[config.mk]
export PLATFORM = sky130hd
export DESIGN_NAME = note_sequencer
export DESIGN_NICKNAME = d
export VERILOG_FILES = /design/src/rtl/audio_pkg.sv /design/src/rtl/melody_rom.sv /design/src/rtl/note_sequencer.sv
export SDC_FILE = /design/constraint.sdc
export NUM_CORES = 1
export LEC_CHECK = 0
export BUFFER_PORTS_ARGS = -buffer_cell sky130_fd_sc_hd__buf_4
export CAP_MARGIN = 15
export CORE_UTILIZATION = 66
export DETAILED_ROUTE_END_ITERATION = 16
export PLACE_DENSITY_LB_ADDON = 0.25
export SLEW_MARGIN = 20
export SYNTH_ARGS = -nofsm -noshare
export SYNTH_HDL_FRONTEND = slang
export SYNTH_SLANG_ARGS = --single-unit
[constraint.sdc]
create_clock -name clk -period 4 [get_ports clk]
set_clock_uncertainty 0.05 [all_clocks]
set_input_delay 0.8 -clock clk [delete_from_list [all_inputs] [get_ports clk]]
set_output_delay 0.8 -clock clk [all_outputs]
set_load 0.02 [all_outputs]
[src/rtl/audio_pkg.sv]
// rtl/audio_pkg.sv - shared note codes, melody entry layout and sequencer state type
// Contents:
//   NOTE_C4..NOTE_E5 : pitched note codes 0..9
//   NOTE_REST        : silent code 15
//   melody_entry_t   : {note[3:0], dur[7:0]}, dur in ticks, dur == 0 ends the melody
//   seq_state_t      : IDLE / PLAY / GAP / DONE
//   pitched()        : entry produces an audible note
//   default_melody() : short scale used when no table is supplied
package audio_pkg;

  localparam logic [3:0] NOTE_C4   = 4'd0;
  localparam logic [3:0] NOTE_D4   = 4'd1;
  localparam logic [3:0] NOTE_E4   = 4'd2;
  localparam logic [3:0] NOTE_F4   = 4'd3;
  localparam logic [3:0] NOTE_G4   = 4'd4;
  localparam logic [3:0] NOTE_A4   = 4'd5;
  localparam logic [3:0] NOTE_B4   = 4'd6;
  localparam logic [3:0] NOTE_C5   = 4'd7;
  localparam logic [3:0] NOTE_D5   = 4'd8;
  localparam logic [3:0] NOTE_E5   = 4'd9;
  localparam logic [3:0] NOTE_REST = 4'd15;

  typedef struct packed {
    logic [3:0] note;
    logic [7:0] dur;
  } melody_entry_t;

  typedef enum logic [1:0] {
    ST_IDLE,
    ST_PLAY,
    ST_GAP,
    ST_DONE
  } seq_state_t;

  // Codes 10..14 are carried through but never sound; a zero-length entry never sounds.
  function automatic logic pitched(input melody_entry_t e);
    return (e.note <= NOTE_E5) && (e.dur != 8'd0);
  endfunction

  function automatic logic [255:0][11:0] default_melody();
    logic [255:0][11:0] m;
    logic [3:0] n [16];
    m = '0;
    n = '{NOTE_C4, NOTE_D4, NOTE_E4, NOTE_F4, NOTE_G4, NOTE_A4, NOTE_B4, NOTE_C5,
          NOTE_D5, NOTE_E5, NOTE_D5, NOTE_C5, NOTE_B4, NOTE_A4, NOTE_G4, NOTE_REST};
    for (int i = 0; i < 16; i++) begin
      m[i] = {n[i], (i == 15) ? 8'd4 : 8'd2};
    end
    return m;
  endfunction

endpackage

[src/rtl/melody_rom.sv]
// rtl/melody_rom.sv - combinational melody table, MELODY_LEN x 12 bits
// Ports:
//   addr  : entry address; addresses at or beyond MELODY_LEN read as zero (end marker)
//   entry : {note, dur} stored at addr
module melody_rom
  import audio_pkg::*;
#(
  parameter int                    MELODY_LEN = 16,
  parameter logic [255:0][11:0]    MELODY     = default_melody()
) (
  input  logic [7:0]    addr,
  output melody_entry_t entry
);

  always_comb begin
    entry = '0;
    if (int'(addr) < MELODY_LEN) begin
      entry = melody_entry_t'(MELODY[addr]);
    end
  end

endmodule

[src/rtl/note_sequencer.sv]
// rtl/note_sequencer.sv - plays a melody table as timed notes separated by silent gaps
// Ports:
//   clk, reset       : system clock, asynchronous active-high reset
//   start, stop      : one-cycle playback requests (stop has priority)
//   note, note_valid : current note code (15 = rest) and pitched flag
//   busy, done       : not idle / one-cycle normal-completion pulse
//   index            : table entry currently playing
// Build option: NOTE_SEQUENCER_LOOP_EN restarts from entry 0 instead of finishing.
module note_sequencer
  import audio_pkg::*;
#(
  parameter int                 CLK_HZ     = 50_000_000,
  parameter int                 TICK_HZ    = 1000,
  parameter int                 GAP_TICKS  = 20,
  parameter int                 MELODY_LEN = 16,
  parameter logic [255:0][11:0] MELODY     = default_melody()
) (
  input  logic       clk,
  input  logic       reset,
  input  logic       start,
  input  logic       stop,
  output logic [3:0] note,
  output logic       note_valid,
  output logic       busy,
  output logic       done,
  output logic [7:0] index
);

  localparam int TICK_DIV = CLK_HZ / TICK_HZ;
  localparam int PRE_W    = $clog2(TICK_DIV);

  seq_state_t    state;
  logic [PRE_W-1:0] pre;
  logic [7:0]    cnt;
  logic [7:0]    cur_dur;
  logic [7:0]    rom_addr;
  melody_entry_t nxt;

  // The table is read one entry ahead: entry 0 while idle, index+1 while playing,
  // so the next note and its end-of-melody status are ready at the advance edge.
  assign rom_addr = (state == ST_IDLE) ? 8'd0 : index + 8'd1;

  melody_rom #(.MELODY_LEN(MELODY_LEN), .MELODY(MELODY)) u_rom (
    .addr  (rom_addr),
    .entry (nxt)
  );

`ifdef NOTE_SEQUENCER_LOOP_EN
  melody_entry_t first;
  melody_rom #(.MELODY_LEN(MELODY_LEN), .MELODY(MELODY)) u_rom_first (
    .addr  (8'd0),
    .entry (first)
  );
`endif

  logic tick, play_end, gap_end, to_gap, entry_done, finish, at_last;

  assign tick     = (pre == PRE_W'(TICK_DIV - 1));
  // A zero-length entry can only be entry 0; it occupies one PLAY cycle and ends the melody.
  assign play_end = (state == ST_PLAY) &&
                    ((cur_dur == 8'd0) || (tick && (cnt == cur_dur - 8'd1)));
  assign gap_end  = (state == ST_GAP) && tick && (cnt == 8'(GAP_TICKS - 1));
  assign to_gap   = play_end && (cur_dur != 8'd0) && (GAP_TICKS > 0);
  assign entry_done = (play_end && !to_gap) || gap_end;
  assign at_last  = (index == 8'(MELODY_LEN - 1)) || (nxt.dur == 8'd0);
  assign finish   = (cur_dur == 8'd0) || at_last;

  always_ff @(posedge clk or posedge reset) begin
    if (reset) begin
      state      <= ST_IDLE;
      note       <= NOTE_REST;
      note_valid <= 1'b0;
      busy       <= 1'b0;
      done       <= 1'b0;
      index      <= 8'd0;
      pre        <= '0;
      cnt        <= 8'd0;
      cur_dur    <= 8'd0;
    end else begin
      done <= 1'b0;
      if (stop) begin
        state      <= ST_IDLE;
        note       <= NOTE_REST;
        note_valid <= 1'b0;
        busy       <= 1'b0;
        index      <= 8'd0;
        pre        <= '0;
        cnt        <= 8'd0;
      end else begin
        unique case (state)
          ST_IDLE: begin
            if (start) begin
              state      <= ST_PLAY;
              busy       <= 1'b1;
              index      <= 8'd0;
              note       <= nxt.note;
              note_valid <= pitched(nxt);
              cur_dur    <= nxt.dur;
              pre        <= '0;
              cnt        <= 8'd0;
            end
          end
          ST_PLAY, ST_GAP: begin
            if (to_gap) begin
              state      <= ST_GAP;
              note       <= NOTE_REST;
              note_valid <= 1'b0;
              pre        <= '0;
              cnt        <= 8'd0;
            end else if (entry_done && finish) begin
`ifdef NOTE_SEQUENCER_LOOP_EN
              state      <= ST_PLAY;
              index      <= 8'd0;
              note       <= first.note;
              note_valid <= pitched(first);
              cur_dur    <= first.dur;
`else
              state      <= ST_DONE;
              done       <= 1'b1;
              note       <= NOTE_REST;
              note_valid <= 1'b0;
`endif
              pre        <= '0;
              cnt        <= 8'd0;
            end else if (entry_done) begin
              state      <= ST_PLAY;
              index      <= index + 8'd1;
              note       <= nxt.note;
              note_valid <= pitched(nxt);
              cur_dur    <= nxt.dur;
              pre        <= '0;
              cnt        <= 8'd0;
            end else if (tick) begin
              pre <= '0;
              cnt <= cnt + 8'd1;
            end else begin
              pre <= pre + 1'b1;
            end
          end
          ST_DONE: begin
            state <= ST_IDLE;
            busy  <= 1'b0;
            index <= 8'd0;
          end
          default: state <= ST_IDLE;
        endcase
      end
    end
  end

endmodule

Yosys cells after proc, flatten, opt, wreduce, memory -nomap -nowiden
Memory sizes are Yosys's and may differ from the RTL's.
Index checks and enable logic that the tools add are counted.
W data, S select, Z words.
{ "word_totals": {"reg_bits": 49, "mem_bits_ro": 3072, "in_bits": 4, "word_cells": 116, "mem_count": 1} }
{ "mem_list": {"columns": ["memory", "words", "width", "rd", "rd_clocked_by_memory_dff", "write_ports", "line_no", "text"], "rows": [
  ["(name not given)", 256, 12, 1, 0, 0, "melody_rom.sv:18", "entry = melody_entry_t'(MELODY[addr]);"]
]} }
{ "classes": {"addsub": 4, "magnitude_cmp": 3, "eq_ne": 17, "muxes": 52, "n_bitwise": 1, "n_reduce_logical": 29} }
{ "ops": {"columns": ["cell", "count"], "rows": [
  ["$mux W8", 15],
  ["$mux W16", 6],
  ["$pmux W16 S2", 1],
  ["$pmux W8 S2", 2],
  ["$mux W12", 2],
  ["$pmux W8 S3", 1],
  ["$mux W4", 5],
  ["$add A16 B1 Y16 const B", 1],
  ["$add A8 B1 Y8 const B", 2],
  ["$eq A16 B16 Y1 const B", 1],
  ["$logic_not A8 Y1", 2],
  ["$reduce_bool A8 Y1", 2],
  ["$ne A3 B3 Y1 const B", 4],
  ["$mux W1", 11],
  ["$mux W2", 5],
  ["$lt A8 B9 Y1 const B", 1],
  ["$eq A8 B4 Y1 const B", 1],
  ["$eq A8 B5 Y1 const B", 1],
  ["$eq A8 B8 Y1", 1],
  ["$logic_and A1 B1 Y1", 8],
  ["$lt A8 B5 Y1 const B", 1],
  ["$ne A2 B2 Y1 const B", 4],
  ["$pmux W4 S2", 1],
  ["$sub A8 B1 Y8 const B", 1],
  ["18 further kinds", 27]
]} }

Longest topological paths before layout
{ "depth": {"depth_word": 14, "depth_mapped": 11, "depth_no_buf": 10} }

Hierarchy
From an unflattened synthesis, not the netlist that was laid out.
{ "hier_totals": {"hier_cells": 374, "hier_area_um2": 3365.7} }
{ "modules_own_cells": {"columns": ["mod", "instances", "cells_per_inst", "area_per_inst_um2", "seq_area_each_um2"], "rows": [
  ["note_sequencer", 1, 350, 3200.6, 1231.2],
  ["melody_rom", 1, 24, 165.2, 0.0]
]} }

Worst setup path after synthesis
No wires, ideal clock.
{ "synth_path": {"kind": "reg-to-reg", "start": "register index[0]", "end": "register index[0]", "setup_ns": 0.125, "arrival_ns": 2.468, "setup_slack_ns": 1.357, "path_stages_with_launch": 10, "n_path_buf": 0, "synth_period_minus_slack_ns": 2.643, "path_cell_list": "dfrtp_1 > ha_1 > nor2b_1 > ha_1 > clkinv_1 > nor3_1 > a221o_2 > o2111ai_4 > o21a_2 > mux2_2"} }
{ "synth_between": {"elab_chain_cells": 11, "word_cells_on_any_way": 18, "cone_classes": "add/sub: 1; order compare: 1; eq/ne: 2; mux: 8; reduce/logical: 5; memory: 1"} }
{ "synth_rtl": {"columns": ["item", "line_no", "text"], "rows": [
  ["start, declared", "note_sequencer.sv:26", "output logic [7:0] index"],
  ["start signal, assigned", "note_sequencer.sv:127", "index <= index + 8'd1;"],
  ["$add A8 B1 Y8", "note_sequencer.sv:41, note_sequencer.sv:127", null],
  ["$mux W8", "note_sequencer.sv:41", "assign rom_addr = (state == ST_IDLE) ? 8'd0 : index + 8'd1;"],
  ["$mem_v2 Z256 W12", null, null],
  ["$mux W12 (implied by the code)", "melody_rom.sv:18", null],
  ["$mux W12", "melody_rom.sv:17", "if (int'(addr) < MELODY_LEN) begin"],
  ["$logic_not A8 Y1", "note_sequencer.sv:65", "assign at_last = (index == 8'(MELODY_LEN - 1)) || (nxt.dur == 8'd0);"],
  ["$logic_or A1 B1 Y1", "note_sequencer.sv:65", null],
  ["$logic_or A1 B1 Y1", "note_sequencer.sv:66", "assign finish = (cur_dur == 8'd0) || at_last;"],
  ["$logic_and A1 B1 Y1", "note_sequencer.sv:110", "end else if (entry_done && finish) begin"],
  ["$ne A3 B3 Y1 (no line)", null, null],
  ["$reduce_and A4 Y1 (no line)", null, null]
]} }
Parallel ways exist; a longest one is shown, timed or not. The select of a mux whose other input is x is not followed.
A chain may end at the register's enable or synchronous reset.

Final worst setup path
{ "layout_path": {"start": "register state[1]", "end": "register index[0]"} }
{ "layout_between": {"elab_chain_cells": 11, "word_cells_on_any_way": 28, "cone_classes": "order compare: 1; eq/ne: 7; mux: 5; reduce/logical: 14; memory: 1"} }
{ "layout_rtl": {"columns": ["item", "line_no", "text"], "rows": [
  ["start, declared", "note_sequencer.sv:32", "seq_state_t state;"],
  ["start signal, assigned", "note_sequencer.sv:70", "state <= ST_IDLE;"],
  ["start signal, assigned", "note_sequencer.sv:82", "state <= ST_IDLE;"],
  ["start signal, assigned", "note_sequencer.sv:93", "state <= ST_PLAY;"],
  ["$logic_not A2 Y1", "note_sequencer.sv:41, note_sequencer.sv:90", null],
  ["$mux W8", "note_sequencer.sv:41", null],
  ["$mem_v2 Z256 W12", null, null],
  ["$mux W12 (implied by the code)", "melody_rom.sv:18", null],
  ["$mux W12", "melody_rom.sv:17", null],
  ["$logic_not A8 Y1", "note_sequencer.sv:65", null],
  ["$logic_or A1 B1 Y1", "note_sequencer.sv:65", null],
  ["$logic_or A1 B1 Y1", "note_sequencer.sv:66", null],
  ["$logic_and A1 B1 Y1", "note_sequencer.sv:110", null],
  ["$ne A3 B3 Y1 (no line)", null, null],
  ["$reduce_and A4 Y1 (no line)", null, null]
]} }
Parallel ways exist; a longest one is shown, timed or not. The select of a mux whose other input is x is not followed.

==> run_results.csv <==
group,metric,value,unit
floorplanning,dieArea,4730,um^2
timing,clock.fmax,327,MHz
pwr,p_int,810,uW
pwr,pwr-share-comb,0.331,
cells_and_area,nets,354,
timing,fin_hold_ws,0.461,ns
timing,fin_crit_sh,0.764,
setup_path,critical-path-max-stage-delay,0.40,ns
synthesis,synth-edff-count,0,
setup_path,crit_start,"state[1]$_DFFE_PP0P_",
pwr,p_sw,470,uW
grt,first_global_vias,2272,
setup_path,critPathBufInv,2,
synthesis,synth_nets,344,
detailed_routing,wirelength,6340,um
timing,finalSetupTns,0,ns
synthesis,synthFlopType,"dfrtp_1",
setup_path,cp_max_fo,17,
cells_and_area,syn2layout_area_growth,8.11,%
clock_tree,clk_path_buf_depth,2,
timing,finalCriticalPeriod,3.06,ns
pwr,peakVddDrop,0.372,mV
detailed_routing,initialDrtViolationCount,209,
floorplanning,start_util,0.711,
setup_path,rr_startpoint,"state[1]$_DFFE_PP0P_",
job,drv_cap,0,
synthesis,post_synth.cell_area_avg,8.98,um^2
detailed_routing,drt-pass1-iter-count,5,
synthesis,yosysWarningCount,0,
pwr,p_per_area,402,nW/um^2
place,pre_cts_slack,0.967,ns
clock_tree,cts_max_level,2,
grt,grt_overflow,0,
pwr,clkPwrFrac,0.269,
grt,grt_pass1_wl,10500,um
clock_tree,post_cts_buffers,0,
floorplanning,std_cell_rows,23,
clock_tree,cts_sinks,43,
clock_tree,clk_pin_slew,0.08,ns
timing,hold_viol,0,
cells_and_area,fillCellCount,293,
place,placedCellCount,381,
synthesis,netlist_instances,328,
cells_and_area,seq_area,1080,um^2
setup_path,end_kind,"flip-flop",
synthesis,yosysUniqueCellTypes,67,
synthesis,ys_ff_latch,43,
detailed_routing,wire_per_inst,16.3,um
floorplanning,ioPinCount,19,
cells_and_area,multi_input_area,1740,um^2
grt,grt_antenna_before_repair,0,
setup_path,critPathTopFamily,"compound AO/OA/AOI/OAI gates",
pwr,swShare,0.367,
grt,grt_max_degree,44,
clock_tree,numCtsBuffers,5,
place,routabilityCongestion,0.934,
clock_tree,cts_hold_repair.buffers,0,
cells_and_area,drive_gt1_frac,0.147,
detailed_routing,ant_nets,0,
pwr,pwr-share-seq,0.401,
setup_path,start_kind,"flip-flop",
setup_path,slowest_stage,"dfrtp_1",
hold_path,hold_start,"note[2]$_DFFE_PP1P_",
setup_path,path_cells,"inv_1, ha_1, nor2b_1, ha_1, clkinv_1, nor3_1, a221o_2, o2111ai_4, o21a_2, mux2_2",
place,hpwl,4680,um
setup_path,crit_arrival,3.20,ns
floorplanning,core-area,4140,um^2
timing,setup_viol_count_final,0,
floorplanning,die_h,68.8,um
synthesis,synth-seq-area-share,0.367,
detailed_routing,drc,0,
place,port_buffers,18,
clock_tree,cts_root_buf,"clkbuf_8",
clock_tree,clk_latency,0.30,ns
clock_tree,cts_tree,"done",
setup_path,reg2reg_slack,0.94,ns
setup_path,crit_top_cell,"ha_1",
status,status,"completed",
setup_path,worst_ep_required_time,4.14,ns
floorplanning,die_x,68.8,um
detailed_routing,viasPerCell,6.36,
cells_and_area,diodes,0,
setup_path,criticalPathCategory,"flip-flop to flip-flop",
grt,grt.total_usage,0.306,
cells_and_area,stdcell_count,389,
timing,layout_setup_ws,0.942,ns
timing,relSlewSlack,0.570,
detailed_routing,vias,2473,
synthesis,synthesis.area,2950,um^2
timing,tightest_slew,0.639,ns
timing,slew_violations,0,
synthesis,synthArstFlopShare,1.00,
hold_path,holdCritPathClass,"flip-flop to flip-flop",
pwr,leakage,0.00137,uW
clock_tree,post_cts_resized,0,
cells_and_area,final_cell_mix,"39 x nor2_1, 39 x dfrtp_1, 32 x nand2_1",
timing,rsz0062_at_grt,"false",
[power groups by stage]
| stage | clock [uW] | combinational (uW) | sequential, uW |
|---|---|---|---|
| 4_1_cts | 349 | 421 | 513 |
| 3_5_place_dp | 0 | 420 | 522 |
| 6_report | 344 | 423 | 513 |
| 3_3_place_gp | 0 | 412 | 518 |
| 2_1_floorplan | 0 | 273 | 548 |
| 5_1_grt | 368 | 473 | 521 |
[worst min-delay path: cells and delay by family (launching register included)]
kind | cells | cell delay [ns]
flops | 1 | 0.37
simple gates | 1 | 0.09
compound gates | 1 | 0.05
[routing by layer]
metal / track usage / share of wire / wire length, um / vias to the layer above
met5: 0 / 0 / 0 / -
met4: 0.105 / 0.015 / 92 / 0
met3: 0.0625 / 0.058 / 370 / 11
met2: 0.452 / 0.44 / 2790 / 75
met1: 0.442 / 0.49 / 3080 / 1185
li1: - / - / - / 1202
[stage by stage]
stage	power, uW	utilization	instance area [um^2]
finish	1280	0.768	3180
global route	1360	0.768	3180
CTS	1280	0.768	3180
detailed placement	942	0.741	3070
global placement	931	0.741	3070
floorplan	821	-	2950
[final cells by class]
cell class,count,share of cell area
Multi-Input combinational cell,258,0.547
Sequential cell,43,0.339
Timing Repair Buffer,20,0.0472
Clock buffer,5,0.0216
Tap cell,50,0.0196
Clock inverter,3,0.0138
Inverter,10,0.0118
[Yosys cell counts (6+ instances only)]
| cell type | number | area share |
|---|---|---|
| a21o_1 | 7 | 0.018 |
| a21oi_1 | 18 | 0.031 |
| and3_1 | 6 | 0.013 |
| buf_2 | 6 | 0.010 |
| clkbuf_1 | 8 | 0.010 |
| dfrtp_1 | 39 | 0.33 |
| ha_1 | 12 | 0.051 |
| inv_1 | 9 | 0.011 |
| nand2_1 | 32 | 0.041 |
| nand2b_1 | 6 | 0.013 |
| nand3_1 | 10 | 0.017 |
| nand4_1 | 7 | 0.015 |
| nor2_1 | 39 | 0.050 |
| nor2b_1 | 6 | 0.013 |
| nor3_1 | 7 | 0.012 |
| o21ai_0 | 14 | 0.024 |
| xnor2_1 | 10 | 0.030 |
| xor2_1 | 9 | 0.027 |
[registers in the layout, summed over array words and instances (netlist names)]
name	cells
state	2
cur_dur	2
busy	1
note	4
pre	16
done	1
note_valid	1
index	8
cnt	8
[final timing paths]
check                                             to  depth (start not counted)
worst max-delay path            index[0]$_DFFE_PP0P_                         10
worst min-delay path             note[2]$_DFFE_PP1P_                          2
worst max register to register  index[0]$_DFFE_PP0P_                         10
worst min register to register   note[2]$_DFFE_PP1P_                          2
max in group asynchronous        note[2]$_DFFE_PP1P_                          3
min in group asynchronous        pre[14]$_DFFE_PP0P_                          3
[logic make-up after synthesis]
| kind of cell | count (synthesis) | synth area share |
|---|---|---|
| DFF | 43 | 0.367 |
| muxes | 4 | 0.0144 |
| adders and majority gates | 12 | 0.0510 |
| AOI/OAI and AO/OA | 80 | 0.201 |
| xor gates and xnor gates | 20 | 0.0620 |
| and+or+nand+nor | 142 | 0.263 |
| buffers and inverters | 27 | 0.0421 |
(Power assumes the default switching activity.)
